<file path="src/rtl/expr_eval.sv">
// Streaming evaluator for ASCII infix integer expressions ('+', '-', '*', '=').
// '*' binds tighter than '+'/'-'; all arithmetic wraps modulo 2^W.
module expr_eval #(
  parameter int W = 16
) (
  input  logic         clk,
  input  logic         clr,
  input  logic         in_valid,
  input  logic [7:0]   in,
  output logic         res_valid,
  output logic [W-1:0] result,
  output logic         err,
  output logic         busy
);

  typedef enum logic [1:0] {
    IDLE = 2'd0,
    NUM  = 2'd1,
    OPR  = 2'd2,
    ERR  = 2'd3
  } state_t;

  localparam logic [W-1:0] ZERO = '0;
  localparam logic [W-1:0] TEN  = W'(4'd10);

  state_t       state_r;
  logic [W-1:0] sum_r;
  logic [W-1:0] term_r;
  logic [W-1:0] num_r;
  logic         mul_pend_r;
  logic         neg_pend_r;

  logic         is_digit_s;
  logic         is_op_s;
  logic         is_eq_s;
  logic         is_space_s;
  logic [W-1:0] digit_s;
  logic [W-1:0] t_s;
  logic [W-1:0] signed_t_s;
  logic [W-1:0] total_s;
  logic [W-1:0] num_next_s;

  // Character decode and the arithmetic shared by operator and '=' handling.
  always_comb begin
    is_digit_s = (in >= 8'h30) && (in <= 8'h39);
    is_op_s    = (in == 8'h2B) || (in == 8'h2D) || (in == 8'h2A);
    is_eq_s    = (in == 8'h3D);
    is_space_s = (in == 8'h20);
    // ASCII '0'..'9' carry the digit value in their low nibble
    digit_s    = {{(W-4){1'b0}}, in[3:0]};
    if (mul_pend_r) begin
      t_s = term_r * num_r;
    end else begin
      t_s = num_r;
    end
    if (neg_pend_r) begin
      signed_t_s = ZERO - t_s;
    end else begin
      signed_t_s = t_s;
    end
    total_s    = sum_r + signed_t_s;
    num_next_s = (num_r * TEN) + digit_s;
  end

  // Parser FSM, accumulators and registered result outputs.
  always_ff @(posedge clk or negedge clr) begin
    if (!clr) begin
      state_r    <= IDLE;
      sum_r      <= '0;
      term_r     <= '0;
      num_r      <= '0;
      mul_pend_r <= 1'b0;
      neg_pend_r <= 1'b0;
      res_valid  <= 1'b0;
      result     <= '0;
      err        <= 1'b0;
      busy       <= 1'b0;
    end else begin
      res_valid <= 1'b0;
      if (in_valid && !is_space_s) begin
        if (is_eq_s) begin
          res_valid <= 1'b1;
          if (state_r == NUM) begin
            result <= total_s;
            err    <= 1'b0;
          end else begin
            result <= '0;
            err    <= 1'b1;
          end
          sum_r      <= '0;
          term_r     <= '0;
          num_r      <= '0;
          mul_pend_r <= 1'b0;
          neg_pend_r <= 1'b0;
          state_r    <= IDLE;
          busy       <= 1'b0;
        end else begin
          case (state_r)
            IDLE, OPR: begin
              if (is_digit_s) begin
                num_r   <= num_next_s;
                state_r <= NUM;
              end else begin
                state_r <= ERR;
              end
              busy <= 1'b1;
            end
            NUM: begin
              if (is_digit_s) begin
                num_r <= num_next_s;
              end else if (is_op_s) begin
                if (in == 8'h2A) begin
                  term_r     <= t_s;
                  mul_pend_r <= 1'b1;
                end else begin
                  sum_r      <= total_s;
                  neg_pend_r <= (in == 8'h2D);
                  mul_pend_r <= 1'b0;
                end
                num_r   <= '0;
                state_r <= OPR;
              end else begin
                state_r <= ERR;
              end
              busy <= 1'b1;
            end
            ERR: begin
              state_r <= ERR;
              busy    <= 1'b1;
            end
            default: begin
              state_r <= IDLE;
              busy    <= 1'b0;
            end
          endcase
        end
      end
    end
  end

endmodule

</file>
<file path="config.mk">
export PLATFORM = sky130hd
export DESIGN_NAME = expr_eval
export DESIGN_NICKNAME = d
export VERILOG_FILES = /design/src/rtl/expr_eval.sv
export SDC_FILE = /design/constraint.sdc
export NUM_CORES = 1
export LEC_CHECK = 0
export ABC_AREA = 1
export BUFFER_PORTS_ARGS = -buffer_cell sky130_fd_sc_hd__buf_2
export CAP_MARGIN = 20
export CORE_MARGIN = 2
export CORE_UTILIZATION = 58
export DETAILED_ROUTE_END_ITERATION = 6
export PLACE_DENSITY = 0.75
export SETUP_SLACK_MARGIN = 0.2
export SLEW_MARGIN = 20
export SYNTH_ARGS = -nofsm -noshare
export SYNTH_HDL_FRONTEND = slang
export SYNTH_SLANG_ARGS = --single-unit
</file>
<file path="constraint.sdc">
create_clock -name clk -period 9.66 [get_ports clk]
set_clock_uncertainty 0.05 [all_clocks]
set_input_delay 1.449 -clock clk [delete_from_list [all_inputs] [get_ports clk]]
set_output_delay 1.449 -clock clk [all_outputs]
set_load 0.01 [all_outputs]
</file>
======== Yosys cells after proc, flatten, opt, wreduce, memory -nomap -nowiden ========
Index checks and enable logic that the tools add are counted.
Widths: inputs -> output; s select.
word-level totals
  register bits ........................... 71
  bits of input ports ..................... 11
  output and inout port bits .............. 19
  logic and storage cells ................. 86
cells by class
  add/sub/neg operators ................... 3
  multipliers ............................. 2
  magnitude comparators ................... 2
  eq/ne operators ......................... 13
  mux-type cells .......................... 38
  reduce and logical (&&, ||, !) cells .... 18
operators with widths
  operator               number
  $mux 16                17
  $eq 8x6->1 const B     5
  $pmux 16 s2            1
  $add 16x16->16         1
  $add 16x4->16          1
  $mul 16x16->16         1
  $mul 16x3->15 const B  1
  $mux 1                 16
  $sub 1x16->16 const A  1
  $reduce_and 5->1       2
  $ge 8x6->1 const B     1
  $le 8x6->1 const B     1
  $reduce_and 4->1       2
  $mux 2                 3
  $ne 3x3->1 const B     2
  $pmux 2 s3             1
  $reduce_bool 2->1      3
  $eq 2x2->1 const B     2
  $ne 4x4->1 const B     1
  $reduce_and 2->1       2
  $reduce_or 4->1        1
  $reduce_bool 3->1      1
  $eq 2x1->1 const B     1
  $logic_and 1x1->1      2
  6 further kinds        7

======== Logic depth before layout (Yosys ltp) ========
Gate-level depths: netlist (run 1).
  word-level depth ........................ 10
  depth in mapped cells ................... 39

======== Worst setup path after synthesis (run 1) ========
No wires, ideal clock.
  kind .................................... register to register
  start ................................... reg num_r[1]
  end ..................................... reg result[15]
  data arrival time ....................... 6540 ps
  data required time ...................... 9493 ps
  slack ................................... 2953 ps
  cell stages (with the launch flop) ...... 33
  buffers on the path ..................... 2
  cells stage by stage .................... dfrtp_1 buf_2 clkbuf_1 nand2_1 fa_1 inv_1 fa_1 inv_1 fa_1 inv_1 fa_1 inv_1 fa_1 inv_1 fa_1 ha_1 inv_1 nor3_1 nand3_1 nand4_1 nand2_1 a31oi_1 xor2_1 inv_1 ha_1 nand2_1 nor2_1 inv_1 o221ai_1 a31oi_1 nand3_1 nand3_1 nand2_1
on the way
  longest elaborated chain between the ends .. 6
ends and longest elaborated chain
  element                 RTL line  RTL
  from (decl)             29        logic [W-1:0] num_r;
  from (signal assigned)  101       num_r <= num_next_s;
  from (signal assigned)  110       num_r <= num_next_s;
  $mul 16x16->16          52        t_s = term_r * num_r;
  $mux 16 (*)             51        if (mul_pend_r) begin
  $sub 1x16->16           57        signed_t_s = ZERO - t_s;
  $mux 16 (*)             56        if (neg_pend_r) begin
  $add 16x16->16 (*)      61        total_s = sum_r + signed_t_s;
  $mux 16 (*)             83        if (state_r == NUM) begin
  to (signal assigned)    84        result <= total_s;
  to (decl)               11        output logic [W-1:0] result,
Every way passes the cells marked *; elsewhere a longest branch is shown, timed or not.
A chain may end at the register's enable or synchronous reset.

======== Final worst setup path (run 1) ========
  start ................................... reg term_r[2]
  end ..................................... reg sum_r[14]
on the way
  longest elaborated chain between the ends .. 10
ends and longest elaborated chain
  element                 RTL line  RTL
  from (decl)             28        logic [W-1:0] term_r;
  from (signal assigned)  113       term_r <= t_s;
  $mul 16x16->16 (*)      52
  $mux 16 (*)             51
  $sub 1x16->16           57
  $mux 16 (*)             56
  $add 16x16->16 (*)      61
  $mux 16 (*)             112       if (in == 8'h2A) begin
  $mux 16 (*)             111       end else if (is_op_s) begin
  $mux 16 (*)             109       if (is_digit_s) begin
  $mux 16 (*)             98        case (state_r)
  $mux 16 (*)             81        if (is_eq_s) begin
  to (signal assigned)    116       sum_r <= total_s;
  to (decl)               27        logic [W-1:0] sum_r;
Every way passes the cells marked *; elsewhere a longest branch is shown, timed or not. The select of a mux whose other input is x is not followed.

==> qor.yml, run 1 <==
route:
  met1_length_um: 10200
  drc: 0
  wl_met3_um: 1280
  avgViaCountPerCell: 5.28
  drtAntennaViolNets: 0
  wl_per_cell_um: 15.0
  vias: 7998
  routed.top_layer: "met4"
  met2WireLength_um: 10600
  firstDrtPassIters: 5
  wl_um: 22800
  dr.first_iter.drc_count: 537
cts:
  htree_levels: 3
  cts-hold-fix-buffers: 0
  cts_buffers: 9
  postCtsSetupRepairBufs: 0
  tritoncts: "done"
  clock_path_buffers: 2
  clk_latency_ps: 340
  clock_sinks: 71
  clkTransAtPathRegs_ps: 60
  root_buffer: "clkbuf_16"
  cts.repair.resized: 0
critical_path:
  critPathLaunch: "term_r[2]"
  path_depth: 29
  crit_fanout: 16
  r2r_end: "sum_r[14]"
  cp.arrival_ps: 7580
  startpoint_type: "flip-flop"
  crit_type: "reg2reg"
  crit_top_cell: "nand2_1"
  crit_end: "sum_r[14]"
  end_kind: "flip-flop"
  reg2reg_slack_ps: 2260
  cp_top_family: "adder cells"
  crit_path_top_delay_cell: "dfrtp_1"
  worst-path-buf-inv: 5
  reg2reg_depth: 29
  r2r-start: "term_r[2]"
  crit_required_ps: 9840
  cpPeakStageDelay_ps: 850
run:
  drv_cap: 0
synth:
  synth_top_family_by_area: "adder cells"
  ys_seq_elements: 71
  synth-compound-area-share_pct: 9.10
  netlist_instances: 1292
  synth_edf_count: 0
  synth.area.top_cells: "dfrtp_1 (19%), fa_1 (18%), nand2_1 (14%)"
  synth.mux.area_fraction_pct: 0
  synth_cell_types: 48
  synth_fa_ha_area_share_pct: 29.9
  ys_seq_area_share_pct: 19.0
  synth_top_area_share_pct: 19.0
  synth_largest_area_cell: "dfrtp_1"
  synth_xor_area_share_pct: 4.77
  yosysWarnings: 0
  yosys.area_share.simple_pct: 23.1
  synthFlopType: "dfrtp_1"
  avgSynthCellArea_um2: 7.25
  synthesis.nets: 1477
  async_flop_share_pct: 100
  syn-cell-area_mm2: 0.00936
power_and_ir_drop:
  p_seq_share_pct: 24.3
  sw_frac_of_total_pct: 50.6
  power.density_mw_per_mm2: 206
  combPwrFrac_pct: 58.9
  internal_power_mw: 1.01
  power.leakage_nw: 5.72
  p_switching_mw: 1.03
  power_frac_clock_pct: 16.8
  vdd_drop_max_mv: 0.206
layout:
  drive_above_1_share_pct: 7.24
  final_core_util_pct: 62.7
  final_cells: 1514
  area_growth_pct: 5.97
  diodes: 0
  fin_nets: 1478
sta:
  max_slew_margin_pct: 38.7
  fin_setup_tns_ps: 0
  final-max-slew-violation-count: 0
  hold_viol_final: 0
  period_share_pct: 76.6
  fmax_mhz: 135
  rsz0062_at_grt: "false"
  setup_violations: 0
  min_period_ps: 7400
  worstMarginPinSlew_ps: 920
global_routing:
  gr-total-overflow: 0
  grt_pass1_vias: 8097
  grt_max_degree: 72
  antenna_found_initial: 0
  grt_pass1_wl_um: 38400
  grt_use_total_pct: 28.6
placed_design:
  dpl.hpwl_um: 17400
  place.gp.congestion: 0.955
  io_buffer_count: 29
  dp.cells: 1498
floorplanning:
  core_area_mm2: 0.0158
  ios: 30
  die_area_mm2: 0.0172
  dieHeight_um: 131
  start_util_pct: 59.1
  die_x_um: 131
  rows: 46
run_status:
  status: "complete, no violations"
worst_hold_path:
  worstHoldPathType: "reg2reg"
[power groups by stage]
stage,logic (mW),clock network [mW],registers (mW)
3_5_place_dp,1.18,0,0.499
5_1_grt,1.37,0.362,0.504
6_report,1.20,0.344,0.496
4_1_cts,1.19,0.348,0.494
3_3_place_gp,1.16,0,0.496
2_1_floorplan,0.995,0,0.388
[state kept, by name, summed over array words and instances, names as in the netlist]
| name | cells |
|---|---|
| busy | 1 |
| err | 1 |
| mul_pend_r | 1 |
| neg_pend_r | 1 |
| num_r | 16 |
| res_valid | 1 |
| result | 16 |
| state_r | 2 |
| sum_r | 16 |
| term_r | 16 |
[worst min path at each step]
| stage | start | end | cells after the start |
|---|---|---|---|
| after floorplan | state_r[1] | state_r[1] | 2 |
| after global placement | result[10] | result[10] | 2 |
| after detailed placement | result[8] | result[8] | 2 |
| after CTS | result[8] | result[8] | 2 |
| after global routing | err | err | 1 |
| final | result[8] | result[8] | 2 |
[cell families after synthesis]
family	Yosys count
AND/OR/NAND/NOR	504
buffers and inverters	342
flip-flops	71
XOR/XNOR	51
adder cells (fa/ha/maj)	174
AO/OA/AOI/OAI	150
[cells in the mapped netlist (all sizes together) (2+ instances only)]
| cell | count |
|---|---|
| nand2 | 348 |
| xor2 | 36 |
| nand4 | 8 |
| a31oi | 3 |
| buf | 17 |
| nand3 | 76 |
| a211oi | 2 |
| o31ai | 3 |
| o211ai | 2 |
| o21ai | 88 |
| o21a | 3 |
| a21oi | 35 |
| ha | 91 |
| clkbuf | 26 |
| dfrtp | 71 |
| inv | 298 |
| a21o | 2 |
| o22ai | 5 |
| o21bai | 2 |
| or2 | 7 |
| xnor2 | 15 |
| nor3 | 9 |
| fa | 83 |
| nand3b | 5 |
| nor2 | 47 |
| a32o | 2 |
[per-layer routing]
layer,vias up,GRT usage (%)
met5,-,0
met4,0,11.0
met3,49,4.64
met1,3784,38.2
met2,224,46.9
li1,3941,-
[layout make-up]
| cell class | instances | area, µm² |
|---|---|---|
| multi-input cells | 879 | 6270 |
| fillers | 1422 | 5910 |
| flip-flops and latches | 71 | 1780 |
| inverters | 299 | 1120 |
| well taps | 216 | 270 |
| clock buffers | 12 | 256 |
| repair buffers | 33 | 175 |
| clock inverters | 4 | 53.8 |
[layout by cell type (no fill, tap or decap), drive strengths merged, types with 15 or more instances in the layout]
cell type  instances
inv              298
o21ai             88
buf               33
xnor2             15
nand3             76
fa                83
dfrtp             71
ha                91
nand2            348
a21oi             35
nor2              47
xor2              36
[worst reg2reg max path, delay by kind of cell (launching register included)]
| family | cells | cell delay (ps) |
|---|---|---|
| adders and majority gates | 8 | 3440 |
| and+or+nand+nor | 10 | 1410 |
| DFF | 1 | 850 |
| buffers and inverters | 5 | 380 |
| AOI/OAI and AO/OA | 4 | 730 |
| xor gates and xnor gates | 2 | 410 |
[metrics by stage]
stage | instance area (µm²) | power (mW) | hold slack, ps | worst slack (ps)
floorplan | 9360 | 1.38 | 404 | 2950
global placement | 9610 | 1.66 | 415 | 2520
detailed placement | 9610 | 1.68 | 420 | 2340
CTS | 9920 | 2.04 | 435 | 2300
global route | 9920 | 2.24 | 450 | 1890
finish | 9920 | 2.04 | 431 | 2260
No activity file was read; power rests on OpenSTA's default activity.
==> run 2: changes to the inputs <==
==> constraint.sdc (replaced) <==
create_clock -name clk -period 7.7 [get_ports clk]
set_clock_uncertainty 0.05 [all_clocks]
set_input_delay 1.155 -clock clk [delete_from_list [all_inputs] [get_ports clk]]
set_output_delay 1.155 -clock clk [all_outputs]
set_load 0.01 [all_outputs]
==> run 2 against run 1 <==
Die area unchanged. Fmax grew 5.1%. Global-route usage grew 0.43 points. The flow now finishes with violations (DRC). Cell area up 1.3%. Count of clock-buffer cells in the layout fell by 1. Largest cell class unchanged. Utilization up 0.79 points. Critical path type unchanged. Clock power increased by 27%. Sequential share of layout area shrank 0.061 points. Sequential cell count unchanged.
==> qor.yml, run 2 (synthesized netlist as in run 1, its figures left out) <==
cts:
  root_buffer: "clkbuf_16"
  cts-hold-fix-buffers: 0  # unchanged
  htree_levels: 3  # unchanged
  tritoncts: "done"
  clkTransAtPathRegs_ps: 60  # about the same
  clock_sinks: 71  # unchanged
  clk_latency_ps: 350  # about the same
  clock_path_buffers: 2  # unchanged
  cts_buffers: 9  # unchanged
critical_path:
  startpoint_type: "flip-flop"
  crit_fanout: 10  # -6
  crit_type: "reg2reg"
  worst-path-buf-inv: 9  # +4
  end_kind: "flip-flop"
  critPathLaunch: "num_r[4]"
  cp_top_family: "adder cells"
  crit_path_top_delay_cell: "fa_1"
  crit_required_ps: 7890  # -1950 ps
  r2r-start: "num_r[4]"
  crit_top_cell: "inv_1"
  cp.arrival_ps: 7230  # -350 ps
  cpPeakStageDelay_ps: 560  # -290 ps
route:
  drc: 1  # +1
  vias: 8109  # +1.4%
  wl_per_cell_um: 15.1  # +0.29%
  dr.first_iter.drc_count: 570  # +6.1%
  avgViaCountPerCell: 5.32  # +0.66%
  drtAntennaViolNets: 0  # unchanged
  wl_um: 23000  # +1.0%
  firstDrtPassIters: 7  # +2
global_routing:
  gr-total-overflow: 0  # unchanged
  grt_use_total_pct: 29.0  # +0.43 points
  grt_max_degree: 72  # unchanged
  grt_pass1_wl_um: 38700  # +0.92%
  antenna_found_initial: 0  # unchanged
  grt_pass1_vias: 7973  # -1.5%
power_and_ir_drop:
  vdd_drop_max_mv: 0.227  # +10%
  power.density_mw_per_mm2: 261  # +27%
  power.leakage_nw: 5.77  # +0.86%
layout:
  drive_above_1_share_pct: 9.17  # +1.9 points
  diodes: 0  # unchanged
  final_core_util_pct: 63.5  # +0.79 points
  layout_commonest_cell: "nand2_1"
  fin_nets: 1490  # +0.81%
  area_growth_pct: 7.31
  final_cell_mix: "nand2_1 (344), inv_1 (286), ha_1 (90), fa_1 (83), nand3_1 (70)"
sta:
  fmax_mhz: 142  # +5.1%
  hold_viol_final: 0  # unchanged
  setup_violations: 0  # unchanged
  min_period_ps: 7040  # -359 ps
  rsz0062_at_grt: "false"
  worstMarginPinSlew_ps: 909  # -10.9 ps
  fin_setup_tns_ps: 0  # unchanged
  period_share_pct: 91.5  # +15 points
  final-max-slew-violation-count: 0  # unchanged
  max_slew_margin_pct: 39.4  # +0.73 points
floorplanning:
  rows: 46  # unchanged
  ios: 30  # unchanged
  die_area_mm2: 0.0172  # unchanged
  core_area_mm2: 0.0158  # unchanged
  dieHeight_um: 131  # unchanged
  start_util_pct: 59.1  # unchanged
  die_x_um: 131  # unchanged
run:
  drv_cap: 0  # unchanged
worst_hold_path:
  holdCritStartpoint: "result[5]"
  worstHoldPathType: "reg2reg"
placed_design:
  dpl.hpwl_um: 18000  # +3.1%
  io_buffer_count: 29  # unchanged
  place.gp.congestion: 0.954  # -0.13%
run_status:
  status: "finished with violations"
  violations: "DRC"
[run 2: what timing repair did]
item | CTS | global route
endpoints found under the hold margin | 0 | 0
setup endpoints to repair | 0 | 4
setup buffers | 0 | 3
resized for setup | 0 | 16
[run 2: per-layer routing]
layer  wire, µm  vias up  track usage [%]
met3       1280       54             3.91
met1      10500     3859             39.9
met4        852        0             12.0
met5          0        -                0
met2      10400      226             46.6
li1           -     3970                -
[run 2: final timing paths]
kind | endpoint | slack [ps] | cells after the start
worst max-delay path | sum_r[15] | 660 | 31
worst min-delay path | result[5] | 440 | 2
worst max register to register | sum_r[15] | 660 | 31
worst min register to register | result[5] | 440 | 2
max in group asynchronous | num_r[5] | 5940 | 2
min in group asynchronous | term_r[8] | 960 | 2
[run 2: cell type report]
class	instances	area, µm²
multi-input cells	879	6290
clock inverters	4	53.8
flip-flops and latches	71	1790
well taps	216	270
inverters	299	1120
fillers	1459	5780
repair buffers	45	265
clock buffers	11	253
[run 2: per-stage QoR]
step	std cells	setup WS, ps	cell area (µm²)	hold slack, ps	power, mW
floorplan	1292	993	9360	404	1.73
global placement	1507	641	9680	414	2.10
detailed placement	1507	556	9680	425	2.12
CTS	1522	512	9980	440	2.57
global route	1525	221	10000	446	2.87
finish	1525	657	10000	436	2.62
[run 2: tightest hold or removal path, stage by stage (launching register included)]
cell and delay, ps:
dfrtp_1 340, nand2_1 50, o21ai_0 60
[run 2: where the power goes]
| group | total, mW | internal, mW | switching [mW] |
|---|---|---|---|
| clock network | 0.438 | 0.268 | 0.170 |
| logic | 1.60 | 0.598 | 0.998 |
| registers | 0.588 | 0.435 | 0.152 |
